`src/rtl/argon_alu.sv`:
```
// argon_alu: bus-attached multi-cycle 16-bit ALU with operand latches, iterative shifts
// and an optional iterative multiply (opcode 10) enabled by defining ARGON_ALU_MUL_EN.
module argon_alu (
    input  logic        i_Clk,
    input  logic        i_Reset_n,
    input  logic [15:0] i_bus,
    input  logic        i_latchA,
    input  logic        i_latchB,
    input  logic        i_start,
    input  logic [3:0]  i_op,
    input  logic        i_outputResult,
    output logic [15:0] o_bus,
    output logic        o_bus_valid,
    output logic        o_busy,
    output logic        o_done,
    output logic [3:0]  o_flags
);

    localparam int unsigned W  = 16;
    localparam int unsigned FW = 4;
    localparam int unsigned CW = 4;
    localparam int unsigned KW = 2;

    localparam logic [3:0] OP_ADD  = 4'd0;
    localparam logic [3:0] OP_SUB  = 4'd1;
    localparam logic [3:0] OP_AND  = 4'd2;
    localparam logic [3:0] OP_OR   = 4'd3;
    localparam logic [3:0] OP_XOR  = 4'd4;
    localparam logic [3:0] OP_NOT  = 4'd5;
    localparam logic [3:0] OP_SHL  = 4'd6;
    localparam logic [3:0] OP_SHR  = 4'd7;
    localparam logic [3:0] OP_ASR  = 4'd8;
    localparam logic [3:0] OP_PASS = 4'd9;
`ifdef ARGON_ALU_MUL_EN
    localparam logic [3:0] OP_MUL  = 4'd10;
`endif

    localparam logic [KW-1:0] K_SHL = 2'd0;
    localparam logic [KW-1:0] K_SHR = 2'd1;
    localparam logic [KW-1:0] K_ASR = 2'd2;

`ifdef ARGON_ALU_MUL_EN
    typedef enum logic [1:0] {S_IDLE = 2'd0, S_SHIFT = 2'd1, S_DONE = 2'd2, S_MUL = 2'd3} state_t;
`else
    typedef enum logic [1:0] {S_IDLE = 2'd0, S_SHIFT = 2'd1, S_DONE = 2'd2} state_t;
`endif

    state_t         state_q, state_d;
    logic [W-1:0]   a_q, a_d, b_q, b_d;
    logic [W-1:0]   result_q, result_d;
    logic [FW-1:0]  flags_q, flags_d;
    logic [W-1:0]   sh_q, sh_d;
    logic [CW-1:0]  cnt_q, cnt_d;
    logic [KW-1:0]  kind_q, kind_d;
`ifdef ARGON_ALU_MUL_EN
    logic [W-1:0]   acc_q, acc_d, mplier_q, mplier_d;
    logic [W-1:0]   acc_n;
`endif

    logic           busy_c;
    logic           finish;
    logic [W:0]     sum;
    logic [W:0]     step;
    logic [W-1:0]   res;
    logic           c_flag;
    logic           v_flag;
    logic [KW-1:0]  kind_sel;

    // One-bit shift step: returns {bit shifted out, shifted value}
    function automatic logic [W:0] shift1(input logic [KW-1:0] kind, input logic [W-1:0] v);
        logic [W:0] r;
        case (kind)
            K_SHL:   r = {v[W-1], v[W-2:0], 1'b0};
            K_SHR:   r = {v[0], 1'b0, v[W-1:1]};
            default: r = {v[0], v[W-1], v[W-1:1]};
        endcase
        return r;
    endfunction

`ifdef ARGON_ALU_MUL_EN
    assign busy_c = (state_q == S_SHIFT) || (state_q == S_MUL);
`else
    assign busy_c = (state_q == S_SHIFT);
`endif

    assign o_busy      = busy_c;
    assign o_done      = (state_q == S_DONE);
    assign o_flags     = flags_q;
    assign o_bus_valid = i_outputResult & ~busy_c;
    assign o_bus       = o_bus_valid ? result_q : 16'h0000;

    always_comb begin
        state_d  = state_q;
        a_d      = a_q;
        b_d      = b_q;
        result_d = result_q;
        flags_d  = flags_q;
        sh_d     = sh_q;
        cnt_d    = cnt_q;
        kind_d   = kind_q;
`ifdef ARGON_ALU_MUL_EN
        acc_d    = acc_q;
        mplier_d = mplier_q;
        acc_n    = '0;
`endif
        finish   = 1'b0;
        sum      = '0;
        step     = '0;
        res      = '0;
        c_flag   = 1'b0;
        v_flag   = 1'b0;
        kind_sel = kind_q;

        // Operands are frozen while an iterative op is running
        if (!busy_c) begin
            if (i_latchA) a_d = i_bus;
            if (i_latchB) b_d = i_bus;
        end

        case (state_q)
            S_IDLE, S_DONE: begin
                state_d = S_IDLE;
                if (i_start) begin
                    finish = 1'b1;
                    case (i_op)
                        OP_ADD: begin
                            sum    = {1'b0, a_q} + {1'b0, b_q};
                            res    = sum[W-1:0];
                            c_flag = sum[W];
                            v_flag = (a_q[W-1] == b_q[W-1]) && (sum[W-1] != a_q[W-1]);
                        end
                        OP_SUB: begin
                            sum    = {1'b0, a_q} - {1'b0, b_q};
                            res    = sum[W-1:0];
                            c_flag = sum[W];
                            v_flag = (a_q[W-1] != b_q[W-1]) && (sum[W-1] != a_q[W-1]);
                        end
                        OP_AND:  res = a_q & b_q;
                        OP_OR:   res = a_q | b_q;
                        OP_XOR:  res = a_q ^ b_q;
                        OP_NOT:  res = ~a_q;
                        OP_PASS: res = b_q;
                        OP_SHL, OP_SHR, OP_ASR: begin
                            kind_sel = (i_op == OP_SHL) ? K_SHL :
                                       (i_op == OP_SHR) ? K_SHR : K_ASR;
                            step = shift1(kind_sel, a_q);
                            if (b_q[3:0] == 4'd0) begin
                                res = a_q;
                            end else if (b_q[3:0] == 4'd1) begin
                                res    = step[W-1:0];
                                c_flag = step[W];
                            end else begin
                                // First bit shifts now; remaining k-1 bits in SHIFT
                                finish  = 1'b0;
                                sh_d    = step[W-1:0];
                                cnt_d   = b_q[3:0] - 4'd1;
                                kind_d  = kind_sel;
                                state_d = S_SHIFT;
                            end
                        end
`ifdef ARGON_ALU_MUL_EN
                        OP_MUL: begin
                            finish   = 1'b0;
                            acc_d    = '0;
                            sh_d     = a_q;
                            mplier_d = b_q;
                            cnt_d    = '0;
                            state_d  = S_MUL;
                        end
`endif
                        default: res = '0;
                    endcase
                end
            end
            S_SHIFT: begin
                step  = shift1(kind_q, sh_q);
                sh_d  = step[W-1:0];
                cnt_d = cnt_q - 4'd1;
                if (cnt_q == 4'd1) begin
                    finish = 1'b1;
                    res    = step[W-1:0];
                    c_flag = step[W];
                end
            end
`ifdef ARGON_ALU_MUL_EN
            // Shift-add: sh_q holds the shifted multiplicand, mplier_q the remaining multiplier
            S_MUL: begin
                acc_n    = acc_q + (mplier_q[0] ? sh_q : 16'h0000);
                acc_d    = acc_n;
                sh_d     = {sh_q[W-2:0], 1'b0};
                mplier_d = {1'b0, mplier_q[W-1:1]};
                cnt_d    = cnt_q + 4'd1;
                if (cnt_q == 4'd15) begin
                    finish = 1'b1;
                    res    = acc_n;
                end
            end
`endif
            default: state_d = S_IDLE;
        endcase

        if (finish) begin
            result_d = res;
            flags_d  = {(res == 16'h0000), res[W-1], c_flag, v_flag};
            state_d  = S_DONE;
        end
    end

    always_ff @(posedge i_Clk or negedge i_Reset_n) begin
        if (!i_Reset_n) begin
            state_q  <= S_IDLE;
            a_q      <= '0;
            b_q      <= '0;
            result_q <= '0;
            flags_q  <= '0;
            sh_q     <= '0;
            cnt_q    <= '0;
            kind_q   <= K_SHL;
`ifdef ARGON_ALU_MUL_EN
            acc_q    <= '0;
            mplier_q <= '0;
`endif
        end else begin
            state_q  <= state_d;
            a_q      <= a_d;
            b_q      <= b_d;
            result_q <= result_d;
            flags_q  <= flags_d;
            sh_q     <= sh_d;
            cnt_q    <= cnt_d;
            kind_q   <= kind_d;
`ifdef ARGON_ALU_MUL_EN
            acc_q    <= acc_d;
            mplier_q <= mplier_d;
`endif
        end
    end

endmodule

```
`config.mk`:
```
export PLATFORM = sky130hd
export DESIGN_NAME = argon_alu
export DESIGN_NICKNAME = d
export VERILOG_FILES = /design/src/rtl/argon_alu.sv
export SDC_FILE = /design/constraint.sdc
export NUM_CORES = 1
export LEC_CHECK = 0
export CORE_ASPECT_RATIO = 0.6
export CORE_MARGIN = 4
export CORE_UTILIZATION = 45
export CTS_CLUSTER_SIZE = 30
export DETAILED_ROUTE_END_ITERATION = 8
export PLACE_DENSITY = 0.76
export SYNTH_ARGS = -nofsm -noshare
export SYNTH_HDL_FRONTEND = slang
export SYNTH_SLANG_ARGS = --single-unit
```
`constraint.sdc`:
```
create_clock -name i_Clk -period 3.9 [get_ports i_Clk]
set_input_delay 0.585 -clock i_Clk [delete_from_list [all_inputs] [get_ports i_Clk]]
set_output_delay 0.585 -clock i_Clk [all_outputs]
set_load 0.03 [all_outputs]
```
# == Yosys cells after proc, flatten, opt, wreduce, memory -nomap -nowiden ==
# Cells that the tools add are included.
# classes
n_eq_ne,24
n_reduce_logical,15
n_addsub,4
bitwise,8
mux,42
# ops
operator,count
2-to-1 mux 16 bit,9
one-hot mux 16 bit (8 select lines),1
one-hot mux 17 bit (2 select lines),2
one-hot mux 16 bit (2 select lines),2
adder 16 x 16 -> 17 bit,1
subtractor 16 x 16 -> 17 bit,1
AND 16 bit,1
"== test 4 x 3 -> 1 bit, second input constant",4
logical NOT 16 bit,1
2-to-1 mux 4 bit,4
NOT 16 bit,1
OR 16 bit,1
XOR 16 bit,1
2-to-1 mux 1 bit,15
"== test 4 x 1 -> 1 bit, second input constant",3
AND reduction 5 bit,2
"== test 4 x 2 -> 1 bit, second input constant",2
"== test 4 bit, second input constant",2
logical NOT 4 bit,2
"inequality test 2 bit, second input constant",4
one-hot mux 4 bit (2 select lines),1
"subtractor 4 x 1 -> 4 bit, second input constant",2
"== test 2 x 1 -> 1 bit, second input constant",3
logical NOT 2 bit,3
15 further kinds,25
# totals
elab_cells,101
regBits,76
input_bits,26
out_inout_bits,23

# == Logic depth before layout (Yosys ltp) ==
# Gate-level depths: netlist of run 1.
# logic_depth
word_depth,11
depth_mapped,13
depth_no_buf,13

# == Worst setup path before layout of run 1 ==
# Ideal clock, no wire load.
# synth_path
path_type,register to register
start,register a_q[1]
end,register flags_q[3] (netlist: o_flags[3])
stages_incl_launch_ff,12
n_path_buf,0
period_less_slack_ns,3.001
setup_ns,0.122
required_time_ns,3.778
setup_slack_ns,0.899
arrival_ns,2.880
path_cell_list,dfrtp_1 -> inv_1 -> ha_1 -> nor2_1 -> o311a_1 -> o21a_1 -> a221oi_2 -> o31ai_2 -> o311a_1 -> o32ai_1 -> nor4_2 -> a32o_1
# synth_between
elab_chain_len,7
word_cells_on_any_way,13
classes_between,add/sub: 2; mux: 6; bitwise: 4; reduce/logical: 1
# synth_lines
item,line,source
start: declaration,49,"logic [W-1:0] a_q, a_d, b_q, b_d;"
start signal: assignment,212,a_q <= '0;
start signal: assignment,225,a_q <= a_d;
branches (longest 3 deep; another with subtractor 16 x 16 -> 17 bit),--,
one-hot mux 16 bit (8 select lines) *,125,case (i_op)
2-to-1 mux 16 bit *,123,if (i_start) begin
one-hot mux 16 bit (2 select lines) *,120,case (state_q)
logical NOT 16 bit *,204,"flags_d = {(res == 16'h0000), res[W-1], c_flag, v_flag};"
end signal: assignment,228,flags_q <= flags_d;
end: declaration,51,"logic [FW-1:0] flags_q, flags_d;"
# Mark *: on every way between the ends.
# A chain may end at the register's enable or synchronous reset.

# == Worst setup path after layout of run 1 ==
# layout_path
start,register a_q[0]
end,register flags_q[3] (netlist: o_flags[3])
# Same word-level chain as after synthesis.

==> out/qor.csv, run 1 <==
metric,value,unit
status,"complete, no violations",
global route total overflow,0,
ys flop type,dfrtp_1,
total CTS buffers,9,
endpoints failing hold,0,
minimum clock period,3610,ps
share of layout cells above drive strength 1,0.122,
CTS root buffer,clkbuf_16,
Yosys cell types,81,
CP Capture Type,register,
Clock Skew,10.6,ps
Hold Crit Class,input port to async pin,
WP data arrival,3840,ps
Post-Syn Area,6820,um^2
f_max,0.277,GHz
dominant cells by area after synthesis,"dfrtp_1 28%, ha_1 10%, mux2_2 5.5%",
TritonCTS clock tree,yes,
post-CTS setup buffers,0,
Comb pwr share,0.419,
Die H,103,um
vias in the first global route,6473,
Net Switching,1.51,mW
Post-Syn Instances,797,
"slowest stage delay, CP",460,ps
post-synthesis register bit count,75,
# hold bufs at CTS,0,
cts repair resizes,0,
cell family with most CP delay,compound AO/OA/AOI/OAI gates,
RSZ-0062 raised after global routing,false,
fillers,1365,
WP buf/inv,2,
gp weighted congestion,1.05,
share of power burned in registers,0.303,
Mapped Nets,880,
Ys Warns,0,
CP required,4130,ps
cell area after layout,7950,um^2
Rows,34,
DRC errors left,0,
switching part of the total,0.395,
sequential fraction of the synthesis area,0.275,
Max Slew Vio Count,0,
setup_tns,0,ps
maximum VDD drop,0.266,mV
Die Span X,167,um
I/O pins,49,
Core Area,14700,um^2
CTS Buffer Depth,2,
CP Launch Type,register,
Total Power,3.84,mW
asr flop ratio synth,1.00,
via count,6715,
final setup fails,0,
first-pass GRT wire length,37.4,mm
pin count of the biggest net entering global routing,76,
area occupied by multi-input gates,4470,um^2
Avg Inst Size Synth,8.55,um^2
# clock sinks,75,
Initial DRT Pass Iterations,6,
clock-pin slew on the worst setup and hold paths,60,ps
post-place instance area,7580,um^2
WL per Instance,22.7,um
post-synth top area share,0.275,
Area growth syn-to-layout,16.7,%
Die Area,17200,um^2
Rel. slew slack,0.349,
Worst Setup Path Type,register to register,
Clock Latency Late Sink,340,ps
Starting Density,0.464,
port bufs,48,
cell chain of the critical path,inv_1 -> ha_1 -> inv_1 -> fa_1 -> nor2b_1 -> o21ai_0 -> a31oi_1 -> o211a_1 -> or3_1 -> a21oi_1 -> o22a_1 -> nor4_2 -> a32o_1,
antenna violations before repair,0,
initial drt markers,1030,
nets,925,
Least-Margin Pin Slew,976,ps
H-tree Lvls,3,
Post-synth top cells,"75 x dfrtp_1, 66 x nand2_1, 56 x nor2_1",
"Top cell by count, worst path",inv_1,
fin crit share,0.926,
sequential standard cell area,1880,um^2
Clock Power Share,0.278,
"area leader, netlist",dfrtp_1,
Antenna Violating Nets Remaining,0,
total track usage,0.277,
P_int,2.32,mW
most common cell in the netlist,dfrtp_1,
final wirelength,23.7,mm
DR vias/cell,6.43,
HPWL after DPL,18.1,mm
Cell Pwr Density,482,nW/um^2
Leak,3.57,nW
maxcap violations,0,
number of diodes,0,
Post-synth EDFFs,0,
"Slowest-stage cell, CP",dfrtp_1,
crit path max fanout,6,
-- metrics by stage --
step           setup WS [ps]  utilization  hold slack, ps  std cells
3_5_place_dp             232        0.517             460       1029
5_1_grt                  117        0.542             502       1045
2_1_floorplan            899            -             289        797
3_3_place_gp             117        0.517             456       1029
4_1_cts                  366        0.542             451       1045
6_report                 287        0.542             397       1045
-- per-layer routing --
layer | vias up | GRT usage | wire, um
met4 | 0 | 0.0641 | 478
met2 | 417 | 0.392 | 9350
met5 | - | 0 | 0
met3 | 55 | 0.0904 | 3020
li1 | 3066 | - | -
met1 | 3177 | 0.409 | 10900
-- registers in the layout (all words and copies together) (netlist names) --
register  cells
a_q          16
b_q          16
cnt_q         4
kind_q        2
o_flags       4
result_q     15
sh_q         16
state_q       2
-- power groups by stage --
stage,clock (mW),combinational [mW],sequential (mW)
final,1.07,1.61,1.16
after global routing,1.11,1.75,1.19
after CTS,1.07,1.57,1.16
after detailed placement,0,1.56,1.17
after global placement,0,1.57,1.16
after floorplan,0,1.08,1.12
-- placed cells by master, fill, tap and decap left out, drive strengths merged, types with 5 or more instances in the layout --
cell	count
buf	42
nand2b	10
a221oi	7
o211ai	20
a21oi	35
inv	54
o221ai	15
a221o	8
nor3b	6
o22ai	20
and3	18
nor2b	11
nor2	56
dfrtp	75
clkdlybuf4s50	47
mux2	33
a211o	5
nor3	15
a21o	17
xnor2	8
nand2	66
o21ai	41
ha	55
clkbuf	9
a22oi	6
o21a	6
nor4	6
o21bai	6
o31ai	7
a31oi	10
mux2i	31
nand3	18
a211oi	5
nor4b	5
-- logic make-up after synthesis --
logic type,count (synthesis),share of synthesized area
AO/OA/AOI/OAI,250,0.263
XOR/XNOR,9,0.0116
adder cells (fa/ha/maj),57,0.107
buffers and inverters,108,0.0685
flip-flops,75,0.275
multiplexers,64,0.100
AND/OR/NAND/NOR,234,0.175
-- final timing paths --
kind                              start            to  slack [ps]  cells after the start
setup / recovery                 a_q[0]    o_flags[3]         290                     13
hold / removal                i_Reset_n        b_q[3]         400                      1
setup reg to reg                 a_q[0]    o_flags[3]         290                     13
hold reg to reg            result_q[12]  result_q[12]         470                      1
max in group asynchronous     i_Reset_n       sh_q[9]        2860                      1
min in group i_Clk         result_q[12]  result_q[12]         470                      1
-- final cells by class --
type                       instances  area share
multi-input combinational        614       0.562
sequential                        75       0.236
timing repair buffer              89      0.0988
tap                              198      0.0311
clock buffer                       9      0.0283
inverter                          53      0.0250
clock inverter                     7      0.0186
No activity file was read; power rests on OpenSTA's default activity.
==> inputs of run 2 (changes only) <==
CAP_MARGIN = 5   (was not set)
==> results of run 2 <==
Final layout, timing and power as in run 1 (identical DEF).
